===== src/rtl/fp_addsub_seq.sv =====
// Multi-cycle IEEE-754-style floating-point adder/subtractor.
// Uses a start/ready handshake and handles one operation at a time.
// It supports subnormals, RNE rounding with guard/round/sticky bits,
// zero/inf/NaN, and the flags {invalid, overflow, underflow, inexact}.
// Optional macro FP_FLUSH_TO_ZERO_EN flushes subnormal inputs and results
// to signed zero.
module fp_addsub_seq #(
  parameter int EXP_W = 8,
  parameter int MAN_W = 23
) (
  input  logic                   clk,
  input  logic                   reset,
  input  logic                   start,
  input  logic                   op,
  input  logic [EXP_W+MAN_W:0]   a,
  input  logic [EXP_W+MAN_W:0]   b,
  output logic                   busy,
  output logic                   ready,
  output logic [EXP_W+MAN_W:0]   s,
  output logic [3:0]             flags
);
  localparam int W     = EXP_W + MAN_W + 1;
  localparam int SIG_W = MAN_W + 4;  // hidden + fraction + G,R,S

  typedef enum logic [2:0] {
    S_IDLE, S_UNPACK, S_ALIGN, S_ADD, S_NORM, S_ROUND, S_DONE
  } state_t;

  state_t             r_state;
  logic [W-1:0]       r_a, r_b, r_res, r_s;
  logic               r_op, r_sign1, r_sign2, r_busy, r_ready;
  logic [EXP_W-1:0]   r_exp1, r_exp2;
  logic [SIG_W-1:0]   r_sig1, r_sig2;
  logic [SIG_W:0]     r_sum;
  logic [EXP_W:0]     r_exp;
  logic [3:0]         r_resf, r_flags;

  logic [EXP_W-1:0]   w_ea, w_eb, w_expa, w_expb, w_diff;
  logic [MAN_W-1:0]   w_fa, w_fb;
  logic [MAN_W:0]     w_siga, w_sigb;
  logic               w_sa, w_sb, w_a_nan, w_b_nan, w_a_inf, w_b_inf, w_inval, w_a_ge;
  logic [SIG_W:0]     w_sum;
  logic [MAN_W:0]     w_mant;
  logic [MAN_W+1:0]   w_rnd;
  logic [MAN_W-1:0]   w_frac;
  logic [EXP_W:0]     w_expf;
  logic               w_inc, w_rovf, w_hid, w_inexact;
  logic [W-1:0]       w_rnd_res;
  logic [3:0]         w_rnd_flags;

  assign busy  = r_busy;
  assign ready = r_ready;
  assign s     = r_s;
  assign flags = r_flags;

  // Unpack captured operands: hidden bit, subnormal exponent, specials, swap order
  always_comb begin
    w_ea = r_a[W-2:MAN_W];
    w_eb = r_b[W-2:MAN_W];
    w_sa = r_a[W-1];
    w_sb = r_b[W-1] ^ r_op;
`ifdef FP_FLUSH_TO_ZERO_EN
    w_fa = (w_ea == '0) ? '0 : r_a[MAN_W-1:0];
    w_fb = (w_eb == '0) ? '0 : r_b[MAN_W-1:0];
`else
    w_fa = r_a[MAN_W-1:0];
    w_fb = r_b[MAN_W-1:0];
`endif
    w_siga  = {(w_ea != '0), w_fa};
    w_sigb  = {(w_eb != '0), w_fb};
    w_expa  = (w_ea == '0) ? EXP_W'(1) : w_ea;
    w_expb  = (w_eb == '0) ? EXP_W'(1) : w_eb;
    w_a_nan = (&w_ea) & (|r_a[MAN_W-1:0]);
    w_b_nan = (&w_eb) & (|r_b[MAN_W-1:0]);
    w_a_inf = (&w_ea) & ~(|r_a[MAN_W-1:0]);
    w_b_inf = (&w_eb) & ~(|r_b[MAN_W-1:0]);
    w_inval = w_a_nan | w_b_nan | (w_a_inf & w_b_inf & (w_sa != w_sb));
    w_a_ge  = {w_expa, w_siga} >= {w_expb, w_sigb};
  end

  // Exponent gap and signed-magnitude add/subtract of aligned significands
  always_comb begin
    w_diff = r_exp1 - r_exp2;
    if (r_sign1 == r_sign2) w_sum = {1'b0, r_sig1} + {1'b0, r_sig2};
    else                    w_sum = {1'b0, r_sig1} - {1'b0, r_sig2};
  end

  // Round-to-nearest-even and final packing, including overflow to infinity
  always_comb begin
    w_mant      = r_sum[SIG_W-1:3];
    w_inc       = r_sum[2] & (r_sum[1] | r_sum[0] | w_mant[0]);
    w_rnd       = {1'b0, w_mant} + (MAN_W+2)'(w_inc);
    w_rovf      = w_rnd[MAN_W+1];
    w_frac      = w_rovf ? w_rnd[MAN_W:1] : w_rnd[MAN_W-1:0];
    w_hid       = w_rovf | w_rnd[MAN_W];
    w_expf      = r_exp + (EXP_W+1)'(w_rovf);
    w_inexact   = |r_sum[2:0];
    w_rnd_res   = {r_sign1, (w_hid ? w_expf[EXP_W-1:0] : {EXP_W{1'b0}}), w_frac};
    w_rnd_flags = {2'b00, ~w_hid & w_inexact, w_inexact};
    if (w_expf >= {1'b0, {EXP_W{1'b1}}}) begin
      w_rnd_res   = {r_sign1, {EXP_W{1'b1}}, {MAN_W{1'b0}}};
      w_rnd_flags = 4'b0101;
    end
  end

  // Sequencer: one state per step, align/normalise iterate one bit per cycle
  always_ff @(posedge clk or negedge reset) begin
    if (!reset) begin
      r_state <= S_IDLE;
      r_a     <= '0;
      r_b     <= '0;
      r_op    <= 1'b0;
      r_sign1 <= 1'b0;
      r_sign2 <= 1'b0;
      r_exp1  <= '0;
      r_exp2  <= '0;
      r_sig1  <= '0;
      r_sig2  <= '0;
      r_sum   <= '0;
      r_exp   <= '0;
      r_res   <= '0;
      r_resf  <= '0;
      r_s     <= '0;
      r_flags <= '0;
      r_busy  <= 1'b0;
      r_ready <= 1'b0;
    end else begin
      r_ready <= 1'b0;
      case (r_state)
        S_IDLE: begin
          if (start) begin
            r_a     <= a;
            r_b     <= b;
            r_op    <= op;
            r_busy  <= 1'b1;
            r_state <= S_UNPACK;
          end
        end
        S_UNPACK: begin
          if (w_inval) begin
            r_res   <= {1'b0, {EXP_W{1'b1}}, 1'b1, {(MAN_W-1){1'b0}}};
            r_resf  <= 4'b1000;
            r_state <= S_DONE;
          end else if (w_a_inf | w_b_inf) begin
            r_res   <= {(w_a_inf ? w_sa : w_sb), {EXP_W{1'b1}}, {MAN_W{1'b0}}};
            r_resf  <= 4'b0000;
            r_state <= S_DONE;
          end else begin
            if (w_a_ge) begin
              r_sign1 <= w_sa;  r_exp1 <= w_expa;  r_sig1 <= {w_siga, 3'b000};
              r_sign2 <= w_sb;  r_exp2 <= w_expb;  r_sig2 <= {w_sigb, 3'b000};
            end else begin
              r_sign1 <= w_sb;  r_exp1 <= w_expb;  r_sig1 <= {w_sigb, 3'b000};
              r_sign2 <= w_sa;  r_exp2 <= w_expa;  r_sig2 <= {w_siga, 3'b000};
            end
            r_state <= S_ALIGN;
          end
        end
        S_ALIGN: begin
          if (w_diff == '0) begin
            r_state <= S_ADD;
          end else if (w_diff > EXP_W'(MAN_W + 3)) begin
            r_sig2 <= {{(SIG_W-1){1'b0}}, |r_sig2};
            r_exp2 <= r_exp1;
          end else begin
            r_sig2 <= {1'b0, r_sig2[SIG_W-1:2], |r_sig2[1:0]};
            r_exp2 <= r_exp2 + EXP_W'(1);
          end
        end
        S_ADD: begin
          r_sum <= w_sum;
          r_exp <= {1'b0, r_exp1};
          if (w_sum == '0) begin
            r_res   <= {r_sign1 & r_sign2, {(W-1){1'b0}}};
            r_resf  <= 4'b0000;
            r_state <= S_DONE;
          end else begin
            r_state <= S_NORM;
          end
        end
        S_NORM: begin
          if (r_sum[SIG_W]) begin
            r_sum   <= {1'b0, r_sum[SIG_W:2], |r_sum[1:0]};
            r_exp   <= r_exp + (EXP_W+1)'(1);
            r_state <= S_ROUND;
          end else if (!r_sum[SIG_W-1] && (r_exp > (EXP_W+1)'(1))) begin
            r_sum <= {r_sum[SIG_W-1:0], 1'b0};
            r_exp <= r_exp - (EXP_W+1)'(1);
          end else begin
`ifdef FP_FLUSH_TO_ZERO_EN
            if (!r_sum[SIG_W-1]) begin
              r_res   <= {r_sign1, {(W-1){1'b0}}};
              r_resf  <= 4'b0011;
              r_state <= S_DONE;
            end else begin
              r_state <= S_ROUND;
            end
`else
            r_state <= S_ROUND;
`endif
          end
        end
        S_ROUND: begin
          r_res   <= w_rnd_res;
          r_resf  <= w_rnd_flags;
          r_state <= S_DONE;
        end
        S_DONE: begin
          r_s     <= r_res;
          r_flags <= r_resf;
          r_ready <= 1'b1;
          r_busy  <= 1'b0;
          r_state <= S_IDLE;
        end
        default: r_state <= S_IDLE;
      endcase
    end
  end
endmodule

===== config.mk =====
export PLATFORM = sky130hd
export DESIGN_NAME = fp_addsub_seq
export DESIGN_NICKNAME = d
export VERILOG_FILES = /design/src/rtl/fp_addsub_seq.sv
export SDC_FILE = /design/constraint.sdc
export NUM_CORES = 1
export LEC_CHECK = 0
export CAP_MARGIN = 20
export CORE_ASPECT_RATIO = 0.75
export CORE_MARGIN = 2
export CORE_UTILIZATION = 65
export DETAILED_ROUTE_END_ITERATION = 12
export GPL_TIMING_DRIVEN = 0
export PLACE_DENSITY = 0.87
export SLEW_MARGIN = 20
export SYNTH_ARGS = -nofsm -noshare
export SYNTH_HDL_FRONTEND = slang
export SYNTH_SLANG_ARGS = --single-unit

===== constraint.sdc =====
create_clock -name clk -period 14.5 [get_ports clk]
set_input_delay 2.175 -clock clk [delete_from_list [all_inputs] [get_ports clk]]
set_output_delay 2.175 -clock clk [all_outputs]
set_load 0.02 [all_outputs]

==> flow_summary.toml, run 1 <==
[synthesis]
synth_area_per_cell_um2 = 8.61
syn_inst = 1790
ys_async_sr_fraction_pct = 100
yosysUniqueCellTypes = 77
yosysSeqAreaShare_pct = 40.3
synth_area_um2 = 15400
syn_nets = 1932
synth.largest_area_cell = "dfrtp_1"
synth_edf_count = 0
synth_top_area_share_pct = 40.3
synth_area_leaders = "dfrtp_1 (40%), nand2_1 (7.5%), ha_1 (5.8%), o21ai_0 (5.5%), a21oi_1 (3.9%)"
synth_warnings = 0
ys_ff_latch = 248
synth_flop_cell = "dfrtp_1"

[cells_and_area]
drive_gt1_share_pct = 5.88
fin_cells = 2240
nets = 2068
antenna_cells = 0
finish.instance_area_um2 = 17800
final_cell_mix = "nand2_1 (307), dfrtp_1 (248), o21ai_0 (169), a21oi_1 (120), nor2_1 (109)"
layout_commonest_cell = "nand2_1"
fillCellCount = 1602
area_growth_pct = 15.3

[critical_path]
crit_chain = "or4_4 > or4_4 > or3_1 > or2_2 > o41ai_1 > xnor2_1 > ha_1 > clkbuf_1 > nand2_1 > or4_1 > o221ai_1 > xnor2_1 > o2111ai_1 > nor4_4 > o21ai_4 > buf_6 > mux2_4"
cp.arrival_ps = 6440
worst-path-max-fanout = 10
cp.required_ps = 14920
start_kind = "register"
max_stage_delay_ps = 610
critPathSlowestCell = "or4_4"
crit_type = "register to register"
endpoint_kind = "register"

[cts]
clk_path_buf_depth = 3
cts_sinks = 248
cts_tree = "built"
post-cts-setup-buffer-count = 0
clock_latency_ps = 530
cts-root-buf = "clkbuf_16"
htree_levels = 1
cts_hold_buffers = 0
clkTransAtPathRegs_ps = 60
numCtsBuffers = 25
cts_resized = 0

[sta]
period_share_pct = 41.5
setup_viol = 0
fmax_ghz = 0.166
layout_min_cycle_time_ps = 6020
worst_slack_ps = 8480
worst_pin_slew_ps = 932
rsz0062_at_grt = "false"
final.setup.tns_ps = 0
slew_viol_final = 0
hold_viol = 0
slew_headroom_pct = 37.5
clock_skew_ps = 10.5

[floorplan]
die_h_um = 137
core_um2 = 23100
num_rows = 48
die_w_um = 182
start_util_pct = 66.7
ioPinCount = 106
die_area_um2 = 25000

[placed_design]
dp_slack_ps = 8630
placed_cell_area_um2 = 16900
dpl.cell_count = 2199
io_buffers = 105
dpl.hpwl_um = 34800
gp_congestion = 0.975

[detailed_routing]
dr.first_iter.drc_count = 1609
drt-vias-per-instance = 6.60
wirelength_um = 46800
route.detailed.drc = 0
vias = 14800
ant_nets = 0
wl_per_cell_um = 20.9
first_pass_iters = 6

[global_routing]
grt_pass1_wl_um = 74400
antenna_found_initial = 0
overflow = 0
grt_pass1_vias = 14200
grt_util_all_layers_pct = 37.5
grt_max_degree = 99

[min_path]
hold_path_class = "register to register"

[run_status]
status = "completed"

[run]
maxCapViolations = 0
## worst max-delay path, delay by kind of cell (launching register included)
kind            cells  cell delay, ps
mux                 1             300
simple gates        7            3010
flops               1             460
xor+xnor            2             350
buf+inv             2             470
compound gates      4            1040
fa+ha+maj           1             280
## cell type report
type / count / area (um2) / share of cell area (%)
inverters: 71 / 267 / 1.50
clock inverters: 6 / 130 / 0.732
flip-flops and latches: 248 / 6210 / 34.9
multi-input cells: 1354 / 8500 / 47.8
well taps: 300 / 375 / 2.11
plain buffers: 117 / 455 / 2.56
clock buffers: 35 / 723 / 4.07
repair buffers: 109 / 1120 / 6.30
## state kept, by name, indices dropped and copies added (netlist names), 3 cells and up
signal,count
flags,4
r_exp,9
r_b,32
r_exp2,8
r_a,32
r_sig2,27
r_resf,4
s,32
r_sig1,24
r_sum,28
r_state,3
r_res,32
r_exp1,8
## cell usage after synthesis (all sizes together), types with 7 or more instances
master and n:
a21oi 120, mux2 44, and3 22, a31oi 12
clkbuf 103, nand3 34, or3 14, o21ai 172
nand2b 8, and2 8, ha 72, a211oi 43
dfrtp 248, o2bb2ai 9, xor2 19, nor2 109
o211ai 23, o41ai 7, a22o 12, nand2 308
or4 7, nor2b 9, a21o 27, nor3 34
nand4 24, or2 9, nor4 20, inv 70
o31ai 12, mux2i 43, a221oi 15, buf 14
xnor2 52
## path summary, 6_finish.rpt
| kind | startpoint | end | slack, ps | cells past startpoint |
|---|---|---|---|---|
| max in group asynchronous | reset | s[26]$_DFFE_PN0P_ | 11680 | 3 |
| min | r_res[28]$_DFFE_PN0P_ | s[28]$_DFFE_PN0P_ | 460 | 2 |
| min in group asynchronous | reset | r_a[6]$_DFFE_PN0P_ | 1560 | 1 |
| min reg2reg | r_res[28]$_DFFE_PN0P_ | s[28]$_DFFE_PN0P_ | 460 | 2 |
| max reg2reg | r_sig2[8]$_DFFE_PN0P_ | r_res[30]$_DFFE_PN0P_ | 8480 | 17 |
| max | r_sig2[8]$_DFFE_PN0P_ | r_res[30]$_DFFE_PN0P_ | 8480 | 17 |
## cells by family (layout without fill, tap and decap cells)
kind of cell               count (synthesis)  count (layout)  share of synthesized area, %
AOI/OAI and AO/OA                        502             502                          20.6
xor gates and xnor gates                  71              71                          4.03
adders and majority gates                 74              74                          6.10
buffers and inverters                    188             338                          4.68
DFF                                      248             248                          40.3
muxes                                     87              87                          6.05
and+or+nand+nor                          620             620                          18.3
## metal layers
layer	vias to the layer above	global-route usage, %	part of all wire, %
li1	6651	-	-
met5	-	1.20	0
met2	880	55.3	42
met4	0	10.5	2.2
met3	95	11.5	13
met1	7157	53.6	43
## per-stage QoR
stage,hold slack [ps],util (%)
2_1_floorplan,433,-
3_3_place_gp,451,72.8
3_5_place_dp,458,73.2
4_1_cts,468,76.9
5_1_grt,485,76.9
6_report,459,76.9
Power of run 1 is left out: the tool's default activity adds up to more than one toggle a clock period on the data nets, which glitch-free logic cannot reach.
==> run 2: changes to the inputs <==
--- a/config.mk
+++ b/config.mk
@@ -8,10 +8,10 @@
 export CAP_MARGIN = 20
 export CORE_ASPECT_RATIO = 0.75
 export CORE_MARGIN = 2
-export CORE_UTILIZATION = 65
+export CORE_UTILIZATION = 60
 export DETAILED_ROUTE_END_ITERATION = 12
 export GPL_TIMING_DRIVEN = 0
-export PLACE_DENSITY = 0.87
+export PLACE_DENSITY = 0.81
 export SLEW_MARGIN = 20
 export SYNTH_ARGS = -nofsm -noshare
 export SYNTH_HDL_FRONTEND = slang
==> constraint.sdc (replaced) <==
create_clock -name clk -period 5.8 [get_ports clk]
set_input_delay 0.87 -clock clk [delete_from_list [all_inputs] [get_ports clk]]
set_output_delay 0.87 -clock clk [all_outputs]
set_load 0.02 [all_outputs]
==> flow_summary.toml, run 2 (synthesis gave the netlist of run 1 again) <==
[detailed_routing]
dr.first_iter.drc_count = 1639
first_pass_iters = 5
ant_nets = 0
drt-vias-per-instance = 6.35
wl_per_cell_um = 20.2
wirelength_um = 46300
vias = 14500
route.detailed.drc = 0

[critical_path]
worst-path-max-fanout = 10
crit_top_cell = "or4_4"
start_kind = "register"
critPathLaunch = "r_sig2[8]$_DFFE_PN0P_"
worst_r2r_startpoint = "r_sig2[8]$_DFFE_PN0P_"
cp.arrival_ps = 6020
path_delay_family = "simple AND/OR/NAND/NOR gates"
endpoint_kind = "register"
crit_type = "register to register"
crit_chain = "or4_4 > or4_4 > or3_1 > or2_4 > o41ai_4 > xnor2_1 > ha_2 > nand2_2 > or4_1 > o221ai_2 > xnor2_2 > o2111ai_2 > nor4_4 > buf_4 > o21ai_4 > buf_6 > mux2_4"
critPathSlowestCell = "or4_4"
max_stage_delay_ps = 600
critPathBufInv = 2
cp.required_ps = 6230

[global_routing]
grt_util_all_layers_pct = 34.8
grt_pass1_vias = 13800
grt_pass1_wl_um = 74700
overflow = 0
antenna_found_initial = 0
grt_max_degree = 101

[sta]
rsz0062_at_grt = "false"
fmax_ghz = 0.179
setup_viol = 0
clock_skew_ps = 15.1
worst_pin_slew_ps = 1160
period_share_pct = 96.4
slew_headroom_pct = 22.4
hold_viol = 0
layout_min_cycle_time_ps = 5590
final.setup.tns_ps = 0
slew_viol_final = 0

[cts]
cts-root-buf = "clkbuf_16"
htree_levels = 1
clk_path_buf_depth = 3
clkTransAtPathRegs_ps = 60
numCtsBuffers = 27
cts_sinks = 248
cts_tree = "built"
clock_latency_ps = 550

[cells_and_area]
fillCellCount = 1963
layout_commonest_cell = "nand2_1"
final_cell_mix = "nand2_1 (306), dfrtp_1 (247), o21ai_0 (166), a21oi_1 (117), nor2_1 (108)"
drive_gt1_share_pct = 7.44
area_growth_pct = 16.9
antenna_cells = 0
nets = 2071

[floorplan]
ioPinCount = 106
die_w_um = 189
die_area_um2 = 27000
num_rows = 50
start_util_pct = 61.5
die_h_um = 143
core_um2 = 25100

[placed_design]
io_buffers = 105
dpl.hpwl_um = 34500
gp_congestion = 0.956

[run_status]
status = "completed"

[run]
maxCapViolations = 0

[min_path]
hold_path_class = "primary input to async pin"
run 2: per-layer routing:
layer  GRT usage (%)  part of all wire, %
met2            50.9                   42
met3            9.73                   11
met1            51.4                   45
met4            7.15                  1.9
met5               0                    0
run 2: area by class of cell:
type / instances / area (um2) / share of cell area [%]
Tap cell: 338 / 423 / 2.35
Clock inverter: 8 / 126 / 0.701
Inverter: 71 / 267 / 1.48
Sequential cell: 248 / 6210 / 34.4
Buffer: 114 / 448 / 2.49
Timing Repair Buffer: 113 / 1150 / 6.40
Clock buffer: 40 / 795 / 4.41
Multi-Input combinational cell: 1354 / 8610 / 47.7
run 2: worst paths after layout:
| check | end | slack (ps) | cells past startpoint |
|---|---|---|---|
| worst max-delay path | r_res[30]$_DFFE_PN0P_ | 210 | 17 |
| worst min-delay path | r_a[6]$_DFFE_PN0P_ | 230 | 1 |
| worst max register to register | r_res[30]$_DFFE_PN0P_ | 210 | 17 |
| worst min register to register | s[26]$_DFFE_PN0P_ | 470 | 2 |
| max in group asynchronous | s[25]$_DFFE_PN0P_ | 4680 | 2 |
| min in group clk | s[26]$_DFFE_PN0P_ | 470 | 2 |
run 2: what timing repair did:
action                                 CTS  global route
gates resized for setup                  2            27
hold buffers                             0             0
setup buffers                            1             4
setup endpoints to repair               30            36
pin swaps                                1             2
endpoints found under the hold margin    0             0
run 2: metrics by stage:
stage	setup slack, ps	area, um2	hold slack (ps)	util (%)	cells
2_1_floorplan	681	15400	433	-	1790
3_3_place_gp	-6690	16900	453	67.3	2233
3_5_place_dp	-91.3	17000	453	67.6	2236
4_1_cts	8.22	17900	247	71.4	2283
5_1_grt	11.3	18000	266	71.9	2286
6_report	211	18000	233	71.9	2286
Power of run 2 is left out for the same reason.
==> run 3: changes to the inputs <==
--- a/config.mk
+++ b/config.mk
@@ -9,10 +9,11 @@
 export CORE_ASPECT_RATIO = 0.75
 export CORE_MARGIN = 2
 export CORE_UTILIZATION = 60
+export CTS_CLUSTER_DIAMETER = 120
 export DETAILED_ROUTE_END_ITERATION = 12
 export GPL_TIMING_DRIVEN = 0
 export PLACE_DENSITY = 0.81
-export SLEW_MARGIN = 20
+export SLEW_MARGIN = 10
 export SYNTH_ARGS = -nofsm -noshare
 export SYNTH_HDL_FRONTEND = slang
 export SYNTH_SLANG_ARGS = --single-unit
==> flow_summary.toml, run 3 (synthesis gave the netlist of run 1 again) <==
[cells_and_area]
post-route-util_pct = 71.9
fillCellCount = 1945
nets = 2069
finish.instance_area_um2 = 18000
final_cell_mix = "nand2_1 (306), dfrtp_1 (247), o21ai_0 (166), a21oi_1 (117), nor2_1 (108)"
drive_gt1_share_pct = 7.60
antenna_cells = 0
area_growth_pct = 16.9
multi_input_area_um2 = 8590
final-seq-area_um2 = 6210
layout_commonest_cell = "nand2_1"

[sta]
worst_pin_slew_ps = 1130
slew_viol_final = 0
hold_viol = 0
slew_headroom_pct = 24.2
layout_min_cycle_time_ps = 5610
fmax_ghz = 0.178
setup_viol = 0
rsz0062_at_grt = "false"
worst_slack_ps = 192
clock_skew_ps = 30.3
period_share_pct = 96.7
final.setup.tns_ps = 0

[floorplan]
ioPinCount = 106
die_w_um = 189
core_um2 = 25100
num_rows = 50
die_area_um2 = 27000
start_util_pct = 61.5
die_h_um = 143

[critical_path]
critPathBufInv = 2
worst_r2r_startpoint = "r_sig2[8]$_DFFE_PN0P_"
crit_top_cell = "or4_4"
critPathLaunch = "r_sig2[8]$_DFFE_PN0P_"
path_delay_family = "simple AND/OR/NAND/NOR gates"
worst-path-max-fanout = 10
cp.arrival_ps = 6060
max_stage_delay_ps = 600
crit_chain = "or4_4 > or4_4 > or3_1 > or2_2 > o41ai_2 > xnor2_1 > ha_2 > nand2_2 > or4_1 > o221ai_2 > xnor2_2 > o2111ai_2 > nor4_4 > buf_4 > o21ai_4 > buf_6 > mux2_4"
start_kind = "register"
rr_endpoint = "r_res[30]$_DFFE_PN0P_"
worstRegToRegCells = 17
crit_type = "register to register"
cp.required_ps = 6250
r2r_slack_ps = 190
critPathSlowestCell = "or4_4"
endpoint_kind = "register"

[cts]
numCtsBuffers = 27
clock_latency_ps = 570
cts-root-buf = "clkbuf_16"
clk_path_buf_depth = 3
cts_tree = "built"
clkTransAtPathRegs_ps = 70
cts_sinks = 248
htree_levels = 1

[placed_design]
gp_congestion = 0.956
dpl.hpwl_um = 34400
placed_cell_area_um2 = 17000
io_buffers = 105
dp_slack_ps = -86.4

[detailed_routing]
vias = 14400
wl_per_cell_um = 20.1
wirelength_um = 46000
first_pass_iters = 6
drt-vias-per-instance = 6.31
dr.first_iter.drc_count = 1646
ant_nets = 0
route.detailed.drc = 0

[run]
maxCapViolations = 0

[run_status]
status = "completed"

[global_routing]
grt_max_degree = 113
grt_util_all_layers_pct = 34.3
overflow = 0
grt_pass1_vias = 13700
antenna_found_initial = 0
grt_pass1_wl_um = 73800

[min_path]
hold_path_class = "primary input to async pin"
==> run 3: cell count changes in the layout (fill, tap and decap cells not counted), sizes merged <==
cell,before,now
clkinv,4,11
clkbuf,141,133
buf,22,20
clkinvlp,0,1
bufinv,3,5
==> run 3: worst max-delay path by stage <==
stage                                 end  depth (start not counted)
floorplan           r_res[30]$_DFFE_PN0P_                         17
global placement        s[23]$_DFFE_PN0P_                          1
detailed placement  r_res[30]$_DFFE_PN0P_                         17
CTS                 r_res[31]$_DFFE_PN0P_                         17
global route        r_res[31]$_DFFE_PN0P_                         18
finish              r_res[30]$_DFFE_PN0P_                         17
==> run 3: worst reg2reg max path, delay by kind of cell (launching register included) <==
family	cells	cell delay [ps]
flip-flops	1	460
adder cells (fa/ha/maj)	1	430
multiplexers	1	300
AO/OA/AOI/OAI	4	800
XOR/XNOR	2	300
buffers and inverters	2	360
AND/OR/NAND/NOR	7	2870
==> run 3: stage by stage <==
stage / hold WS (ps) / std cells
after floorplan: 433 / 1790
after CTS: 169 / 2284
after global routing: 174 / 2286
after detailed placement: 452 / 2235
after global placement: 453 / 2233
final: 170 / 2286
==> run 3: timing repair <==
item / in CTS / in global routing
hold buffers: 0 / 0
setup buffers: 1 / 3
setup endpoints to repair: 30 / 36
pin swaps: 1 / 3
gates resized for setup: 2 / 25
==> run 3: cell type report <==
class                           count  area share [%]
Multi-Input combinational cell   1354            47.7
Inverter                           71            1.48
Buffer                            114            2.48
Clock buffer                       32            3.96
Sequential cell                   248            34.4
Timing Repair Buffer              111            6.33
Tap cell                          338            2.35
Clock inverter                     18            1.29
==> run 3: layer usage <==
metal  vias to the layer above  GRT usage, %  wire [um]
met5                         -             0          0
met4                         0          6.17        682
met3                        63          8.41       4660
met2                       678          50.0      19300
met1                      7018          52.2      21300
li1                       6666             -          -
Power of run 3 is left out for the same reason.
